<file path="src/rtl/riscv_pkg.sv">
// Shared RISC-V definitions for the load/store path: access widths, funct3 codes,
// LSU fault codes, LSU states and the load-extension helper.
package riscv_pkg;

  localparam int XLEN = 32;
  localparam logic [XLEN-1:0] CODE_START = 32'h8000_0000;
  localparam logic [XLEN-1:0] DATA_START = 32'hC000_0000;

  typedef enum logic [1:0] {
    BYTE     = 2'd0,
    HALFWORD = 2'd1,
    WORD     = 2'd2
  } Width;

  typedef enum logic [1:0] {
    NONE       = 2'd0,
    MISALIGNED = 2'd1,
    ACCESS     = 2'd2,
    ILLEGAL    = 2'd3
  } LsuFault;

  typedef enum logic [2:0] {
    LSU_IDLE,
    LSU_ISSUE,
    LSU_ARM,
    LSU_WAIT,
    LSU_RESP
  } lsu_state_e;

  localparam logic [2:0] F3_B  = 3'b000;
  localparam logic [2:0] F3_H  = 3'b001;
  localparam logic [2:0] F3_W  = 3'b010;
  localparam logic [2:0] F3_BU = 3'b100;
  localparam logic [2:0] F3_HU = 3'b101;

  function automatic logic [XLEN-1:0] extend_load(input logic [XLEN-1:0] data,
                                                  input Width w,
                                                  input logic sign_ext);
    logic [XLEN-1:0] r;
    case (w)
      BYTE:     r = {{24{sign_ext & data[7]}}, data[7:0]};
      HALFWORD: r = {{16{sign_ext & data[15]}}, data[15:0]};
      default:  r = data;
    endcase
    return r;
  endfunction

endpackage

</file>
<file path="src/rtl/lsu_decode.sv">
// Combinational decode of a load/store request: width, sign, fault, aligned address, store data.
// Misaligned halfword/word accesses trap when LSU_MISALIGN_TRAP_EN is defined, else align down.
module lsu_decode
  import riscv_pkg::*;
#(
  parameter logic [31:0] DATA_BASE  = DATA_START,
  parameter int unsigned DATA_BYTES = 65536
) (
  input  logic [2:0]  funct3,
  input  logic        store,
  input  logic [31:0] addr,
  input  logic [31:0] wdata,
  output Width        width,
  output logic        sign_ext,
  output LsuFault     fault,
  output logic [31:0] addr_aligned,
  output logic [31:0] wdata_masked
);

  logic        illegal;
  logic        misaligned;
  logic        out_of_window;
  logic [1:0]  span;
  logic [32:0] last_byte;
  logic [32:0] window_end;

  always_comb begin
    illegal = 1'b0;
    width   = BYTE;
    span    = 2'd0;
    case (funct3)
      F3_B, F3_BU: begin width = BYTE;     span = 2'd0; end
      F3_H, F3_HU: begin width = HALFWORD; span = 2'd1; end
      F3_W:        begin width = WORD;     span = 2'd3; end
      default:     illegal = 1'b1;
    endcase
    if (store && funct3[2]) illegal = 1'b1;
    sign_ext = ~funct3[2];

    addr_aligned = addr;
    misaligned   = 1'b0;
`ifdef LSU_MISALIGN_TRAP_EN
    misaligned = |(addr[1:0] & span);
`else
    addr_aligned[1:0] = addr[1:0] & ~span;
`endif

    // 33-bit compare so an access running past 0xFFFF_FFFF cannot wrap into range
    last_byte     = {1'b0, addr_aligned} + {31'b0, span};
    window_end    = {1'b0, DATA_BASE} + 33'(DATA_BYTES);
    out_of_window = (addr_aligned < DATA_BASE) || (last_byte >= window_end);

    if (illegal)            fault = ILLEGAL;
    else if (misaligned)    fault = MISALIGNED;
    else if (out_of_window) fault = ACCESS;
    else                    fault = NONE;

    case (width)
      BYTE:     wdata_masked = {24'b0, wdata[7:0]};
      HALFWORD: wdata_masked = {16'b0, wdata[15:0]};
      default:  wdata_masked = wdata;
    endcase
  end

endmodule

</file>
<file path="src/rtl/load_store_unit.sv">
// Load/store unit between execute and the memory data port; one request in flight at a time.
// Misaligned behaviour is selected in lsu_decode by LSU_MISALIGN_TRAP_EN.
//
// state     | meaning
// ----------+---------------------------------------------------------------
// LSU_IDLE  | req_ready=1; accept, decode, go to ISSUE or straight to RESP on fault
// LSU_ISSUE | one-cycle read/write request pulse to memory
// LSU_ARM   | busy_main ignored while the memory raises it
// LSU_WAIT  | wait for busy_main low, capture load data
// LSU_RESP  | resp_valid pulse, then back to IDLE
module load_store_unit
  import riscv_pkg::*;
#(
  parameter logic [31:0] DATA_BASE  = DATA_START,
  parameter int unsigned DATA_BYTES = 65536
) (
  input  logic        clk,
  input  logic        rst,
  input  logic        req_valid,
  output logic        req_ready,
  input  logic        req_store,
  input  logic [2:0]  req_funct3,
  input  logic [31:0] req_addr,
  input  logic [31:0] req_wdata,
  output logic        resp_valid,
  output logic [31:0] resp_rdata,
  output logic [1:0]  resp_fault,
  output logic [31:0] address_main,
  output logic [3:0]  width,
  output logic        read_request_main,
  output logic        write_request_main,
  output logic [31:0] write_data_main,
  input  logic [31:0] data_main,
  input  logic        busy_main
);

  lsu_state_e  state, state_next;
  Width        dec_width, op_width;
  logic        dec_sign, op_sign, op_store;
  LsuFault     dec_fault;
  logic [31:0] dec_addr, dec_wdata;
  logic        xfer;
  logic        load_done;

  lsu_decode #(
    .DATA_BASE (DATA_BASE),
    .DATA_BYTES(DATA_BYTES)
  ) u_decode (
    .funct3      (req_funct3),
    .store       (req_store),
    .addr        (req_addr),
    .wdata       (req_wdata),
    .width       (dec_width),
    .sign_ext    (dec_sign),
    .fault       (dec_fault),
    .addr_aligned(dec_addr),
    .wdata_masked(dec_wdata)
  );

  // Gated by rst so execute never sees ready while reset is held
  assign req_ready = (state == LSU_IDLE) && !rst;
  assign xfer      = req_valid && req_ready;
  assign load_done = (state == LSU_WAIT) && !busy_main && !op_store;
  assign width     = {2'b00, op_width};

  always_ff @(posedge clk or posedge rst) begin
    if (rst) state <= LSU_IDLE;
    else     state <= state_next;
  end

  always_comb begin
    state_next         = state;
    read_request_main  = 1'b0;
    write_request_main = 1'b0;
    resp_valid         = 1'b0;
    case (state)
      LSU_IDLE: begin
        if (xfer) state_next = (dec_fault != NONE) ? LSU_RESP : LSU_ISSUE;
      end
      LSU_ISSUE: begin
        read_request_main  = !op_store;
        write_request_main = op_store;
        state_next         = LSU_ARM;
      end
      LSU_ARM:  state_next = LSU_WAIT;
      LSU_WAIT: begin
        if (!busy_main) state_next = LSU_RESP;
      end
      LSU_RESP: begin
        resp_valid = 1'b1;
        state_next = LSU_IDLE;
      end
      default:  state_next = LSU_IDLE;
    endcase
  end

  // Memory-side fields only move on an accepted, fault-free request so they stay
  // stable from ISSUE through WAIT
  always_ff @(posedge clk or posedge rst) begin
    if (rst) begin
      op_store        <= 1'b0;
      op_sign         <= 1'b0;
      op_width        <= BYTE;
      address_main    <= '0;
      write_data_main <= '0;
      resp_rdata      <= '0;
      resp_fault      <= NONE;
    end else begin
      if (xfer) begin
        resp_fault <= dec_fault;
        resp_rdata <= '0;
        if (dec_fault == NONE) begin
          op_store        <= req_store;
          op_sign         <= dec_sign;
          op_width        <= dec_width;
          address_main    <= dec_addr;
          write_data_main <= dec_wdata;
        end
      end
      if (load_done) resp_rdata <= extend_load(data_main, op_width, op_sign);
    end
  end

endmodule

</file>
<file path="config.mk">
export PLATFORM = sky130hd
export DESIGN_NAME = load_store_unit
export DESIGN_NICKNAME = d
export VERILOG_FILES = /design/src/rtl/riscv_pkg.sv /design/src/rtl/lsu_decode.sv /design/src/rtl/load_store_unit.sv
export SDC_FILE = /design/constraint.sdc
export NUM_CORES = 1
export LEC_CHECK = 0
export BUFFER_PORTS_ARGS = -buffer_cell sky130_fd_sc_hd__buf_2
export CORE_UTILIZATION = 51
export CTS_CLUSTER_DIAMETER = 100
export DETAILED_ROUTE_END_ITERATION = 6
export PLACE_DENSITY = 0.86
export SYNTH_ARGS = -nofsm -noshare
export SYNTH_HDL_FRONTEND = slang
export SYNTH_SLANG_ARGS = --single-unit
</file>
<file path="constraint.sdc">
create_clock -name clk -period 5.4 [get_ports clk]
set_input_delay 0.27 -clock clk [delete_from_list [all_inputs] [get_ports clk]]
set_output_delay 0.27 -clock clk [all_outputs]
set_load 0.1 [all_outputs]
</file>
==> results.yml <==
synth:
  synth_top_family_by_area: "multiplexers"
  yosys.area_share.adder_pct: 0.270
  synth_top_cell_by_area: "dfrtp_1"
  ys_seq_area_share_pct: 56.7
  synth_compound_area_share_pct: 8.72
  synth_top_area_share_pct: 56.7
  synthTopCellsByArea: "dfrtp_1 (57%), mux2_4 (11%), a22o_1 (6.0%), mux2i_1 (4.3%), nor2b_1 (3.1%)"
  synth_area_um2: 4640
  synth_edf_count: 0
  synth.area.mux_share_pct: 16.1
  ys_types: 43
  avgSynthCellArea_um2: 12.6
  yosysWarnings: 0
  async_flop_share_pct: 100
  synthCells: 367
  ys_ff_latch: 105
  synth_ff_type: "dfrtp_1"
  synth_simple_gate_area_share_pct: 13.0
  synth_xor_area_share_pct: 0.189
min_path:
  worstHoldPathCells: 2
  hold_class: "input port to register"
power:
  peakVddDrop_mv: 0.324
  power_per_cell_area_nw_per_um2: 495
  leakage_nw: 3.18
  power_w: 0.00292
worst_setup_path:
  crit_type: "input port to register"
  worstPathArrival_ns: 3.23
  critPathMaxFanout: 50
  cp-start-kind: "input port"
  reg2reg_depth: 5
  endpoint_kind: "register"
  crit_slowest_cell: "and4b_4"
  required_ns: 5.63
  slowest_delay_ns: 0.89
  path_cells: "dlygate4sd3_1 > buf_2 > nor4_1 > and2_1 > and4b_4 > buf_4 > mux2_4"
floorplan:
  core.rowCount: 34
  dieArea_um2: 9480
  io_pins: 210
  die_width_um: 97.3
  core_area_um2: 8760
  die_y_um: 97.3
  initial_core_util_pct: 52.9
clock_network:
  path_clk_slew_ns: 0.10
  cts_inserted_buffers: 9
  root_buffer: "clkbuf_8"
  cts_tree: "done"
  numClockSinks: 105
  cts_setup_buffers: 0
  clkLatencyLatePin_ns: 0.35
  h-tree-depth: 3
  cts_buffer_depth: 2
run_status:
  status: "complete, no violations"
place:
  dp_hpwl_um: 8010
  numPortBuffers: 207
  place_congestion: 0.919
  place_area_um2: 5710
sta:
  maxSlewViolCount: 0
  worst_pin_slew_ns: 1.25
  finalSetupViolCount: 0
  final.setup.tns_ns: 0
  max_freq_ghz: 0.334
  hold_viol: 0
  rsz0062_at_grt: "false"
  fin_crit_ns: 3.00
  maxSlewHeadroom_pct: 16.6
  finalClockSkew_ns: 0.0116
  period_share_pct: 55.5
finish:
  drive_gt1_share_pct: 47.1
  stdcell_area_um2: 5910
  num-fill-cells: 674
  final_common_cell: "buf_2"
  layout_common_cells: "buf_2 (207), dfrtp_1 (105), mux2_4 (35), a22o_1 (32), nand2_1 (31)"
  antenna_cells: 0
  num-nets-final: 677
  syn_to_final_growth_pct: 27.5
global_routing:
  antenna_found_initial: 0
  grt_max_degree: 82
  grt_use_total_pct: 23.4
  grt_pass1_vias: 3689
  grt_pass1_wl_um: 17900
  gr-total-overflow: 0
routing:
  remaining_drc_errors: 0
  routedWlPerCell_um: 15.9
  vias: 3586
  wl_um: 10900
  dr.pass1.iters: 4
  viasPerCell: 5.24
  first_iter_violations: 128
  antenna_left: 0
run:
  max_cap_viol_count: 0
-- path summary, 6_finish.rpt --
kind / startpoint / to / slack, ns
min in group asynchronous: rst / resp_rdata[22]$_DFFE_PP0P_ / 0.47
setup / recovery: rst / write_data_main[7]$_DFFE_PP0P_ / 2.40
hold reg to reg: address_main[31]$_DFFE_PP0P_ / address_main[31]$_DFFE_PP0P_ / 0.46
setup reg to reg: state[2]$_DFFE_PP0P_ / write_data_main[7]$_DFFE_PP0P_ / 2.47
max in group asynchronous: rst / address_main[2]$_DFFE_PP0P_ / 3.62
hold / removal: req_wdata[2] / write_data_main[2]$_DFFE_PP0P_ / 0.14
-- worst max-delay path, delay by kind of cell --
kind / cells / cell delay (ns)
buffers and inverters: 3 / 1.18
and+or+nand+nor: 3 / 1.42
muxes: 1 / 0.33
-- timing repair --
action,4_1_cts,5_1_grt
hold endpoints to repair,24,0
hold buffers,1,0
gates resized for setup,0,0
-- sequential cells by signal, summed over array words and instances, names as in the netlist --
name and flops:
op_width 2, op_store 1, op_sign 1, write_data_main 32, resp_fault 2, resp_rdata 32
address_main 32, state 3
-- metrics by stage --
stage	hold WS [ns]	setup slack, ns	utilization [%]	cells
3_3_place_gp	0.258	2.38	65.2	668
4_1_cts	0.119	2.42	67.4	685
3_5_place_dp	0.260	2.30	65.2	668
5_1_grt	0.121	2.26	67.4	685
6_report	0.137	2.40	67.4	685
2_1_floorplan	0.363	0.621	-	369
-- metal layers --
metal / part of all wire, % / up-vias / GRT usage [%]
met2: 48 / 157 / 39.5
met4: 2.5 / 0 / 8.37
met5: 0 / - / 0
met1: 43 / 1744 / 29.4
met3: 5.9 / 23 / 5.61
li1: - / 1662 / -
-- cell usage after synthesis (all sizes together) (2+ instances only) --
master	count
dfrtp	105
mux2	37
a22o	32
nand2	31
nor2b	23
inv	21
mux2i	20
nand2b	16
buf	10
clkbuf	10
nor2	10
o21ai	10
nand3	5
nand4	4
nor4	4
or2	4
a21oi	3
nor3	2
nor3b	2
-- report_power, final --
| part | leakage [nW] | internal (W) | switching, W |
|---|---|---|---|
| combinational | 1.76 | 0.000257 | 0.00119 |
| clock | 0.0936 | 0.000198 | 0.000263 |
| sequential | 1.33 | 0.000923 | 0.0000884 |
-- cells by family after synthesis --
kind of cell             Yosys count
AND/OR/NAND/NOR                  109
adder cells (fa/ha/maj)            1
XOR/XNOR                           1
flip-flops                       105
buffers and inverters             41
AO/OA/AOI/OAI                     52
multiplexers                      57
other                              1
-- final cells by class --
type                       count  area (um^2)  share of cell area, %
tap                          108          135                   2.29
sequential                   105         2630                   44.5
timing repair buffer         212         1080                   18.2
clock inverter                 4         33.8                  0.572
multi-input combinational    223         1800                   30.5
inverter                      21         81.3                   1.38
clock buffer                  12          155                   2.63
Power figures use the tool's default switching activity.
